[config.mk]
export PLATFORM = sky130hd
export DESIGN_NAME = multicycle_ctrl
export DESIGN_NICKNAME = d
export VERILOG_FILES = /design/src/rtl/ctrl_pkg.sv /design/src/rtl/ctrl_alu_decode.sv /design/src/rtl/multicycle_ctrl.sv
export SDC_FILE = /design/constraint.sdc
export NUM_CORES = 1
export LEC_CHECK = 0
export BUFFER_PORTS_ARGS = -buffer_cell sky130_fd_sc_hd__buf_2
export CAP_MARGIN = 0
export CORE_ASPECT_RATIO = 0.9
export CORE_UTILIZATION = 35
export CTS_BUF_LIST = sky130_fd_sc_hd__clkbuf_8
export CTS_CLUSTER_DIAMETER = 60
export DETAILED_ROUTE_END_ITERATION = 8
export SYNTH_ARGS = -nofsm -noshare
export SYNTH_HDL_FRONTEND = slang
export SYNTH_SLANG_ARGS = --single-unit
[constraint.sdc]
create_clock -name clk -period 5.35 [get_ports clk]
set_input_delay 0.8025 -clock clk [delete_from_list [all_inputs] [get_ports clk]]
set_output_delay 0.8025 -clock clk [all_outputs]
set_load 0.03 [all_outputs]
[src/rtl/ctrl_pkg.sv]
// rtl/ctrl_pkg.sv - shared encodings for the multi-cycle controller
//
// Purpose: opcode/func constants, ALUctr constants, the FSM state encoding
// and the width derivation for the MEM wait counter.
// Ports: none (package).
package ctrl_pkg;

  localparam logic [2:0] OP_R    = 3'b000;
  localparam logic [2:0] OP_ADDI = 3'b001;
  localparam logic [2:0] OP_LW   = 3'b010;
  localparam logic [2:0] OP_SW   = 3'b011;
  localparam logic [2:0] OP_BEQ  = 3'b100;
  localparam logic [2:0] OP_J    = 3'b101;
  localparam logic [2:0] OP_ORI  = 3'b110;
  localparam logic [2:0] OP_ILL  = 3'b111;

  localparam logic [2:0] FN_ADD = 3'b000;
  localparam logic [2:0] FN_SUB = 3'b001;
  localparam logic [2:0] FN_AND = 3'b010;
  localparam logic [2:0] FN_OR  = 3'b011;
  localparam logic [2:0] FN_SLT = 3'b100;

  localparam logic [2:0] ALU_ADD = 3'b000;
  localparam logic [2:0] ALU_SUB = 3'b001;
  localparam logic [2:0] ALU_AND = 3'b010;
  localparam logic [2:0] ALU_OR  = 3'b011;
  localparam logic [2:0] ALU_SLT = 3'b100;

  typedef enum logic [2:0] {
    ST_FETCH  = 3'd0,
    ST_DECODE = 3'd1,
    ST_EXEC   = 3'd2,
    ST_MEM    = 3'd3,
    ST_WB     = 3'd4,
    ST_TRAP   = 3'd7
  } state_e;

  // Counter only has to hold 0..max_wait-1; keep at least one bit.
  function automatic int wait_cnt_w(input int max_wait);
    return (max_wait <= 1) ? 1 : $clog2(max_wait);
  endfunction

endpackage

[src/rtl/ctrl_alu_decode.sv]
// rtl/ctrl_alu_decode.sv - combinational op/func to ALU control decode
//
// Purpose: maps an opcode/func pair to ALUctr, ExtOp, ALUSrc and flags
// illegal encodings.
// Ports: op, func (in, 3b); alu_ctr (out, 3b); ext_op, alu_src, illegal (out, 1b).
module ctrl_alu_decode
  import ctrl_pkg::*;
(
  input  logic [2:0] op,
  input  logic [2:0] func,
  output logic [2:0] alu_ctr,
  output logic       ext_op,
  output logic       alu_src,
  output logic       illegal
);

  always_comb begin
    alu_ctr = ALU_ADD;
    ext_op  = 1'b0;
    alu_src = 1'b0;
    illegal = 1'b0;
    case (op)
      OP_R: begin
        case (func)
          FN_ADD:  alu_ctr = ALU_ADD;
          FN_SUB:  alu_ctr = ALU_SUB;
          FN_AND:  alu_ctr = ALU_AND;
          FN_OR:   alu_ctr = ALU_OR;
          FN_SLT:  alu_ctr = ALU_SLT;
          default: illegal = 1'b1;
        endcase
      end
      OP_ADDI, OP_LW, OP_SW: begin
        alu_src = 1'b1;
        ext_op  = 1'b1;
        alu_ctr = ALU_ADD;
      end
      OP_ORI: begin
        alu_src = 1'b1;
        alu_ctr = ALU_OR;
      end
      OP_BEQ:  alu_ctr = ALU_SUB;
      OP_J:    alu_ctr = ALU_ADD;
      OP_ILL:  illegal = 1'b1;
    endcase
  end

endmodule

[src/rtl/multicycle_ctrl.sv]
// rtl/multicycle_ctrl.sv - multi-cycle FETCH/DECODE/EXEC/MEM/WB control FSM
//
// Purpose: sequences each DataPath instruction, drives DataPath control,
// IR/PC write enables, handshakes data memory and traps on errors.
// Ports: clk, rst (async active-low), op/func (IR fields), mem_ready;
//        outputs Branch, Jump, RegDst, ALUSrc, MemtoReg, RegWr, MemWr, ExtOp,
//        ALUctr[2:0], IRWr, PCWr, trap, state[2:0];
//        instr_cnt[CNT_W-1:0] only when MULTICYCLE_CTRL_INSTR_CNT_EN is defined.
module multicycle_ctrl
  import ctrl_pkg::*;
#(
  parameter int MEM_WAIT_MAX = 15,
  parameter int CNT_W        = 32
) (
  input  logic             clk,
  input  logic             rst,
  input  logic [2:0]       op,
  input  logic [2:0]       func,
  input  logic             mem_ready,
  output logic             Branch,
  output logic             Jump,
  output logic             RegDst,
  output logic             ALUSrc,
  output logic             MemtoReg,
  output logic             RegWr,
  output logic             MemWr,
  output logic             ExtOp,
  output logic [2:0]       ALUctr,
  output logic             IRWr,
  output logic             PCWr,
  output logic             trap,
  output logic [2:0]       state
`ifdef MULTICYCLE_CTRL_INSTR_CNT_EN
  ,
  output logic [CNT_W-1:0] instr_cnt
`endif
);

  localparam int WAIT_W = wait_cnt_w(MEM_WAIT_MAX);
  localparam logic [WAIT_W-1:0] WAIT_LAST = WAIT_W'(MEM_WAIT_MAX - 1);

  state_e            state_q, state_d;
  logic [2:0]        op_q, op_d, func_q, func_d;
  logic [WAIT_W-1:0] wait_q, wait_d;

  logic [2:0] dec_op, dec_func, dec_alu_ctr;
  logic       dec_ext_op, dec_alu_src, dec_illegal;

  // DECODE judges the live IR fields; later states use the latched copy.
  assign dec_op   = (state_q == ST_DECODE) ? op   : op_q;
  assign dec_func = (state_q == ST_DECODE) ? func : func_q;

  ctrl_alu_decode u_alu_decode (
    .op      (dec_op),
    .func    (dec_func),
    .alu_ctr (dec_alu_ctr),
    .ext_op  (dec_ext_op),
    .alu_src (dec_alu_src),
    .illegal (dec_illegal)
  );

  always_comb begin
    state_d = state_q;
    op_d    = op_q;
    func_d  = func_q;
    wait_d  = wait_q;
    case (state_q)
      ST_FETCH: state_d = ST_DECODE;
      ST_DECODE: begin
        op_d   = op;
        func_d = func;
        if (dec_illegal)     state_d = ST_TRAP;
        else if (op == OP_J) state_d = ST_FETCH;
        else                 state_d = ST_EXEC;
      end
      ST_EXEC: begin
        wait_d = '0;
        if (op_q == OP_BEQ)                         state_d = ST_FETCH;
        else if (op_q == OP_LW || op_q == OP_SW)    state_d = ST_MEM;
        else                                        state_d = ST_WB;
      end
      ST_MEM: begin
        // mem_ready takes priority over an expiring wait counter.
        if (mem_ready)               state_d = (op_q == OP_LW) ? ST_WB : ST_FETCH;
        else if (wait_q == WAIT_LAST) state_d = ST_TRAP;
        else                         wait_d  = wait_q + WAIT_W'(1);
      end
      ST_WB:   state_d = ST_FETCH;
      ST_TRAP: state_d = ST_TRAP;
      default: state_d = ST_FETCH;
    endcase
  end

  always_ff @(posedge clk or negedge rst) begin
    if (!rst) begin
      state_q <= ST_FETCH;
      op_q    <= '0;
      func_q  <= '0;
      wait_q  <= '0;
    end else begin
      state_q <= state_d;
      op_q    <= op_d;
      func_q  <= func_d;
      wait_q  <= wait_d;
    end
  end

  // Outputs are pure decode of state and latched IR; forced low in reset.
  always_comb begin
    Branch   = 1'b0;
    Jump     = 1'b0;
    RegDst   = 1'b0;
    ALUSrc   = 1'b0;
    MemtoReg = 1'b0;
    RegWr    = 1'b0;
    MemWr    = 1'b0;
    ExtOp    = 1'b0;
    ALUctr   = 3'b000;
    IRWr     = 1'b0;
    PCWr     = 1'b0;
    trap     = 1'b0;
    state    = 3'b000;
    if (rst) begin
      state = state_q;
      case (state_q)
        ST_FETCH: IRWr = 1'b1;
        ST_DECODE: begin
          if (!dec_illegal && op == OP_J) begin
            Jump = 1'b1;
            PCWr = 1'b1;
          end
        end
        ST_EXEC, ST_MEM, ST_WB: begin
          ALUctr = dec_alu_ctr;
          ALUSrc = dec_alu_src;
          ExtOp  = dec_ext_op;
          if (state_q == ST_EXEC && op_q == OP_BEQ) begin
            Branch = 1'b1;
            PCWr   = 1'b1;
          end
          if (state_q == ST_MEM && op_q == OP_SW) begin
            MemWr = 1'b1;
            PCWr  = mem_ready;
          end
          if (state_q == ST_WB) begin
            RegWr    = 1'b1;
            PCWr     = 1'b1;
            RegDst   = (op_q == OP_R);
            MemtoReg = (op_q == OP_LW);
          end
        end
        ST_TRAP: trap = 1'b1;
        default: ;
      endcase
    end
  end

`ifdef MULTICYCLE_CTRL_INSTR_CNT_EN
  logic [CNT_W-1:0] cnt_q, cnt_d;

  always_comb begin
    cnt_d = cnt_q;
    if (PCWr) cnt_d = cnt_q + CNT_W'(1);
  end

  always_ff @(posedge clk or negedge rst) begin
    if (!rst) cnt_q <= '0;
    else      cnt_q <= cnt_d;
  end

  assign instr_cnt = cnt_q;
`else
  logic unused_cnt_w;
  assign unused_cnt_w = (CNT_W > 0);
`endif

endmodule
Word level (Yosys, flattened, before mapping)
Cells that the tools add are included.
{"block": "word_totals", "ff_bits": 13, "inputBits": 9, "output_inout_bits": 17, "word_cells": 95}
{"block": "classes", "n_addsub": 1, "eq_ne": 23, "mux": 52, "n_reduce_logical": 15}
{"cell": "3-bit two-way mux", "n": 11}
{"cell": "1-bit two-way mux", "n": 32}
{"cell": "3-bit by 2-bit equality test with 1-bit output (second input constant)", "n": 8}
{"cell": "3-bit equality test (second input constant)", "n": 8}
{"cell": "3-bit case mux with 5 select lines", "n": 1}
{"cell": "3-bit logical NOT", "n": 4}
{"cell": "3-bit case mux with 4 select lines", "n": 1}
{"cell": "3-bit by 1-bit equality test with 1-bit output (second input constant)", "n": 3}
{"cell": "3-bit case mux with 3 select lines", "n": 1}
{"cell": "4-bit two-way mux", "n": 2}
{"cell": "4-bit case mux with 2 select lines", "n": 1}
{"cell": "3-bit OR reduction", "n": 2}
{"cell": "5-bit OR reduction", "n": 1}
{"cell": "4-bit by 1-bit adder with 4-bit output (second input constant)", "n": 1}
{"cell": "4-bit equality test (second input constant)", "n": 1}
{"cell": "2-bit inequality test (second input constant)", "n": 2}
{"cell": "1-bit case mux with 2 select lines", "n": 2}
{"cell": "4-bit OR reduction", "n": 1}
{"cell": "1-bit logical AND", "n": 3}
{"cell": "3-bit inequality test (second input constant)", "n": 1}
{"cell": "3-bit AND reduction", "n": 1}
{"cell": "2-bit two-way mux", "n": 1}
{"cell": "2-bit nonzero test", "n": 1}
{"cell": "1-bit logical NOT", "n": 1}
{"cell": "1-bit logical OR", "n": 1}

Logic depth before layout (Yosys ltp)
{"block": "logic_depth", "word_depth": 11, "ltp_mapped": 6, "depth_no_buf": 6}

Cells and area by module
From an unflattened synthesis, not the netlist that was laid out.
{"block": "hier_totals", "cells_unflattened": 108, "hier_area_um2": 970.9}
{"mod": "multicycle_ctrl", "instances": 1, "cells_each": 94, "area_each_um2": 880.8, "seq_area_each_um2": 325.3}
{"mod": "ctrl_alu_decode", "instances": 1, "cells_each": 14, "area_each_um2": 90.1, "seq_area_each_um2": 0.0}

Least setup slack after synthesis
Ideal clock, no wire load.
{"block": "synth_path", "kind": "input port to output port", "startpoint": "in op[1]", "endpoint": "out ALUctr[2]", "arrival_ns": 2.250, "t_required_ns": 4.548, "slack_ns": 2.297, "cell_stages": 4, "path_buffers": 1, "cell_sequence": "clkbuf_1 -> or3b_1 -> or4_1 -> a21oi_1"}
{"block": "synth_via", "elab_chain_len": 5, "word_cells_on_any_way": 7, "classes_between": "2 x eq/ne; 4 x mux; 1 x reduce/logical"}
{"element": "from (decl)", "line_no": "multicycle_ctrl.sv:17", "source": "input logic [2:0] op,"}
{"element": "3-bit two-way mux *"}
{"element": "3-bit equality test or 3-bit logical NOT (tied branches)", "line_no": "ctrl_alu_decode.sv:22", "source": "case (op)"}
{"element": "3-bit case mux with 3 select lines *", "line_no": "ctrl_alu_decode.sv:22"}
{"element": "3-bit two-way mux *", "line_no": "multicycle_ctrl.sv:125", "source": "case (state_q)"}
{"element": "3-bit two-way mux *", "line_no": "multicycle_ctrl.sv:123", "source": "if (rst) begin"}
{"element": "to (decl)", "line_no": "multicycle_ctrl.sv:28", "source": "output logic [2:0] ALUctr,"}
Mark *: on every way between the ends. The rest lies on a longest branch, timed or not.

Worst setup path in the final report
{"block": "layout_path", "startpoint": "reg state_q[0]", "endpoint": "out ALUSrc"}
{"block": "layout_via", "elab_chain_len": 7, "word_cells_on_any_way": 14, "classes_between": "8 x eq/ne; 4 x mux; 2 x reduce/logical"}
{"element": "from (decl)", "line_no": "multicycle_ctrl.sv:42", "source": "state_e state_q, state_d;"}
{"element": "from (signal assigned)", "line_no": "multicycle_ctrl.sv:101", "source": "state_q <= state_d;"}
{"element": "3-bit by 1-bit equality test with 1-bit output *", "line_no": "multicycle_ctrl.sv:50", "source": "assign dec_op = (state_q == ST_DECODE) ? op : op_q;"}
{"element": "3-bit two-way mux *"}
{"element": "net dec_op[2]", "line_no": "multicycle_ctrl.sv:46", "source": "logic [2:0] dec_op, dec_func, dec_alu_ctr;"}
{"element": "3-bit by 1-bit equality test with 1-bit output (tied with other cells)", "line_no": "ctrl_alu_decode.sv:22"}
{"element": "4-bit OR reduction (no line) *"}
{"element": "1-bit two-way mux *", "line_no": "ctrl_alu_decode.sv:22"}
{"element": "1-bit two-way mux *", "line_no": "multicycle_ctrl.sv:125"}
{"element": "1-bit two-way mux *", "line_no": "multicycle_ctrl.sv:123"}
{"element": "to (decl)", "line_no": "multicycle_ctrl.sv:23", "source": "output logic ALUSrc,"}
Mark *: on every way through the listed nets, which the timed path passes. The rest lies on a longest branch.

==> metrics.md <==
| Metric | Value |
|---|---|
| Status | finished clean |
| Remaining DRCs | 0 |
| Slew @ Worst Pin | between 0.6 and 0.7 ns |
| Switch share | between 40 and 50% |
| Final period util | approximately three fifths |
| Initial core utilization | 36.8% |
| TNS Setup | 0 ns |
| Final WS setup | around 2.2 ns |
| Setup violations, final | 0 |
| Maximum vdd drop | between 0.0002 and 0.00025 V |
| Worst clock skew | about 0.0012 ns |
| GP Congestion | approximately 0.85 |
| Crit Path Class | reg2out |
| Data arrival, critical path | around 2.4 ns |
| # resized after CTS | 0 |
| FF-to-FF setup slack | approximately 3.4 ns |
| Vias in the first global route | 845 |
| Power Density | slightly above 500 nW/um^2 |
| Number of buffers created by CTS | 3 |
| Final #Nets | roughly 160 |
| Total Wirelength | roughly 2300 microns |
| Mean Syn Cell Area | approximately 8 sq um |
| Count of pins over their slew limit | 0 |
| EDFF count, synth | 0 |
| DP Worst Slack | 2.43 ns |
| Total clock sinks | 13 |
| Worst Path Required | about 4.6 ns |
| Total GRT Usage | roughly 17% |
| Routed Antenna Nets | 0 |
| Area Overhead vs Synth | 18.1% |
| Via count | 978 |
| Power share of the combinational group | between 40% and 50% |
| Global route total overflow | 0 |
| Global-route wire length before repair | between 3000 and 4000 microns |
| CORE AREA | approximately 2700 sq um |
| Skew-Pair Late Insertion Delay | 0.24 ns |
| Synthesis-stage register bit count | 13 |
| Post-Synthesis Cell Area | 1000 sq um |
| Mapped Cells | around 130 |
| Max_slew headroom | between 50% and 60% |
| Minimum clock period after layout | 3.18 ns |
| Clock Path Buffers | 2 |
| Initial antenna violation count | 0 |
| Reg2reg end | state_q[0] |
| Rows | 18 |
| Die H | ~53 microns |
| DPL Wire Length | roughly 1700 microns |
| CTS tree | built |
| Commonest register cell after synthesis | dfrtp_1 |
| Yosys warns | 0 |
| DR WL/cell | around 12 microns |
| Worst Setup Start Kind | register |
| H-tree depth | 1 |
| Path depth of the worst reg2reg path | 3 |
| Endpoints failing hold | 0 |
| Post-CTS Setup Inserts | 0 |
| Static leakage | between 0.5 and 0.6 nW |
| TritonRoute pass-1 iters | 4 |
| Layout cell share with drive strength beyond 1 | between 20% and 30% |
| Synth unique cells | 37 |
| HP Class | in2async |
| Hold_ws | between 0.4 and 0.5 ns |
| Sequential share of power | 37.6% |
| # IOs | 26 |
| FMAX | 314 MHz |
| Sequential element share of the synthesized area | 32.4% |
| Worst-path maximum fanout | 20 |
| Worst Setup End Kind | output port |
| RSZ-0062 raised after global routing | false |
| Initial detailed-routing violation count | 17 |
| Internal | approximately 0.31 mW |
| Worst setup startpoint | state_q[0] |
| Max_cap viols | 0 |
| Asr flop ratio synth | 100% |
| Die area | between 3000 and 4000 sq um |
| CTS Hold Bufs | 0 |
| Filler cell count in the final layout | around 290 |
| Clock transition at path regs | about 0.06 ns |
| IO Port Bufs | 25 |
| Clock share of power | roughly 14% |
| FF-to-FF Start | state_q[0] |
| # diodes | 0 |
| Sw Pwr | between 0.2 and 0.3 mW |
| Syn nets | 140 |
| Root Driver | clkbuf_8 |
| Largest net degree at the start of global routing | 23 |
| Die X-Extent | 58.4 microns |
| Vias per Instance | 5.17 |
placed cells by master, fill, tap and decap left out, types with 3 or more instances in the layout:
cell type  netlist  routed
dfrtp_1         13      13
nand2b_1         3       3
nor3_1           5       5
nand2_1         17      17
inv_1            5       6
o21ai_0          8       8
mux2_2           3       3
a21oi_1          7       7
clkbuf_8         0       3
nor2b_1          4       4
and2_1           4       4
nand3_1          3       3
nor2_1          12      12
nor4b_1          3       3
a211oi_1         4       4
buf_2            4      25
cells in the mapped netlist (3+ instances only):
cell,number,area [sq um]
and2_1,4,25.0
inv_1,5,18.8
a21oi_1,7,35.0
nor2b_1,4,25.0
buf_2,4,20.0
nor4b_1,3,26.3
mux2_2,3,33.8
nor2_1,12,45.0
a211oi_1,4,30.0
nor3_1,5,25.0
nand3_1,3,15.0
nand2_1,17,63.8
nand2b_1,3,18.8
o21ai_0,8,40.0
clkbuf_1,5,18.8
dfrtp_1,13,325
layout make-up:
| cell class | count | area (sq um) | share of cell area, % |
|---|---|---|---|
| clock buffer | 3 | 41.3 | 3.48 |
| clock inverter | 1 | 3.75 | 0.317 |
| inverter | 5 | 18.8 | 1.58 |
| multi-input combinational | 102 | 621 | 52.4 |
| sequential | 13 | 325 | 27.5 |
| tap | 40 | 50.0 | 4.22 |
| timing repair buffer | 25 | 125 | 10.6 |
routing by layer:
metal	GRT usage, %	vias up	wire length, microns
met5	0	-	0
met4	7.14	0	42
met3	2.47	4	98
met2	23.9	27	966
met1	25.3	445	1180
li1	-	502	-
worst max-delay path: stages, from the launching register on:
cell,delay [ns]
dfrtp_1,0.66
nor3b_2,0.67
mux2_2,0.44
a21oi_1,0.15
buf_2,0.21
sequential cells by signal, indices dropped and copies added (netlist names):
| register | flops |
|---|---|
| wait_q | 4 |
| state_q | 3 |
| func_q | 3 |
| op_q | 3 |
power by group through the flow:
stage / sequential (mW) / clock, mW / combinational [mW]
after floorplan: 0.172 / 0 / 0.287
after global placement: 0.229 / 0 / 0.293
after detailed placement: 0.230 / 0 / 0.295
after CTS: 0.229 / 0.0874 / 0.296
after global routing: 0.242 / 0.0931 / 0.333
final: 0.230 / 0.0855 / 0.296
worst max-delay path by stage:
stage,to,depth (start not counted)
after floorplan,ALUctr[2],4
after detailed placement,ALUSrc,4
after CTS,ALUSrc,4
after global placement,MemtoReg,5
final,ALUSrc,4
after global routing,ALUSrc,4
logic make-up after synthesis:
family	Yosys count	synth area share, %
simple gates	69	38.2
mux	4	4.36
buf+inv	14	5.74
xor+xnor	1	0.873
fa+ha+maj	2	2.49
compound gates	26	16.0
flops	13	32.4
through the flow:
stage / area (sq um) / power (mW) / utilization, % / instances
global placement: 1140 / 0.522 / 41.8 / 185
finish: 1180 / 0.611 / 43.5 / 189
floorplan: 1000 / 0.459 / - / 129
global route: 1180 / 0.668 / 43.5 / 189
CTS: 1180 / 0.612 / 43.5 / 189
detailed placement: 1140 / 0.525 / 41.8 / 185
Note: power is estimated with default switching activity, not from simulation.
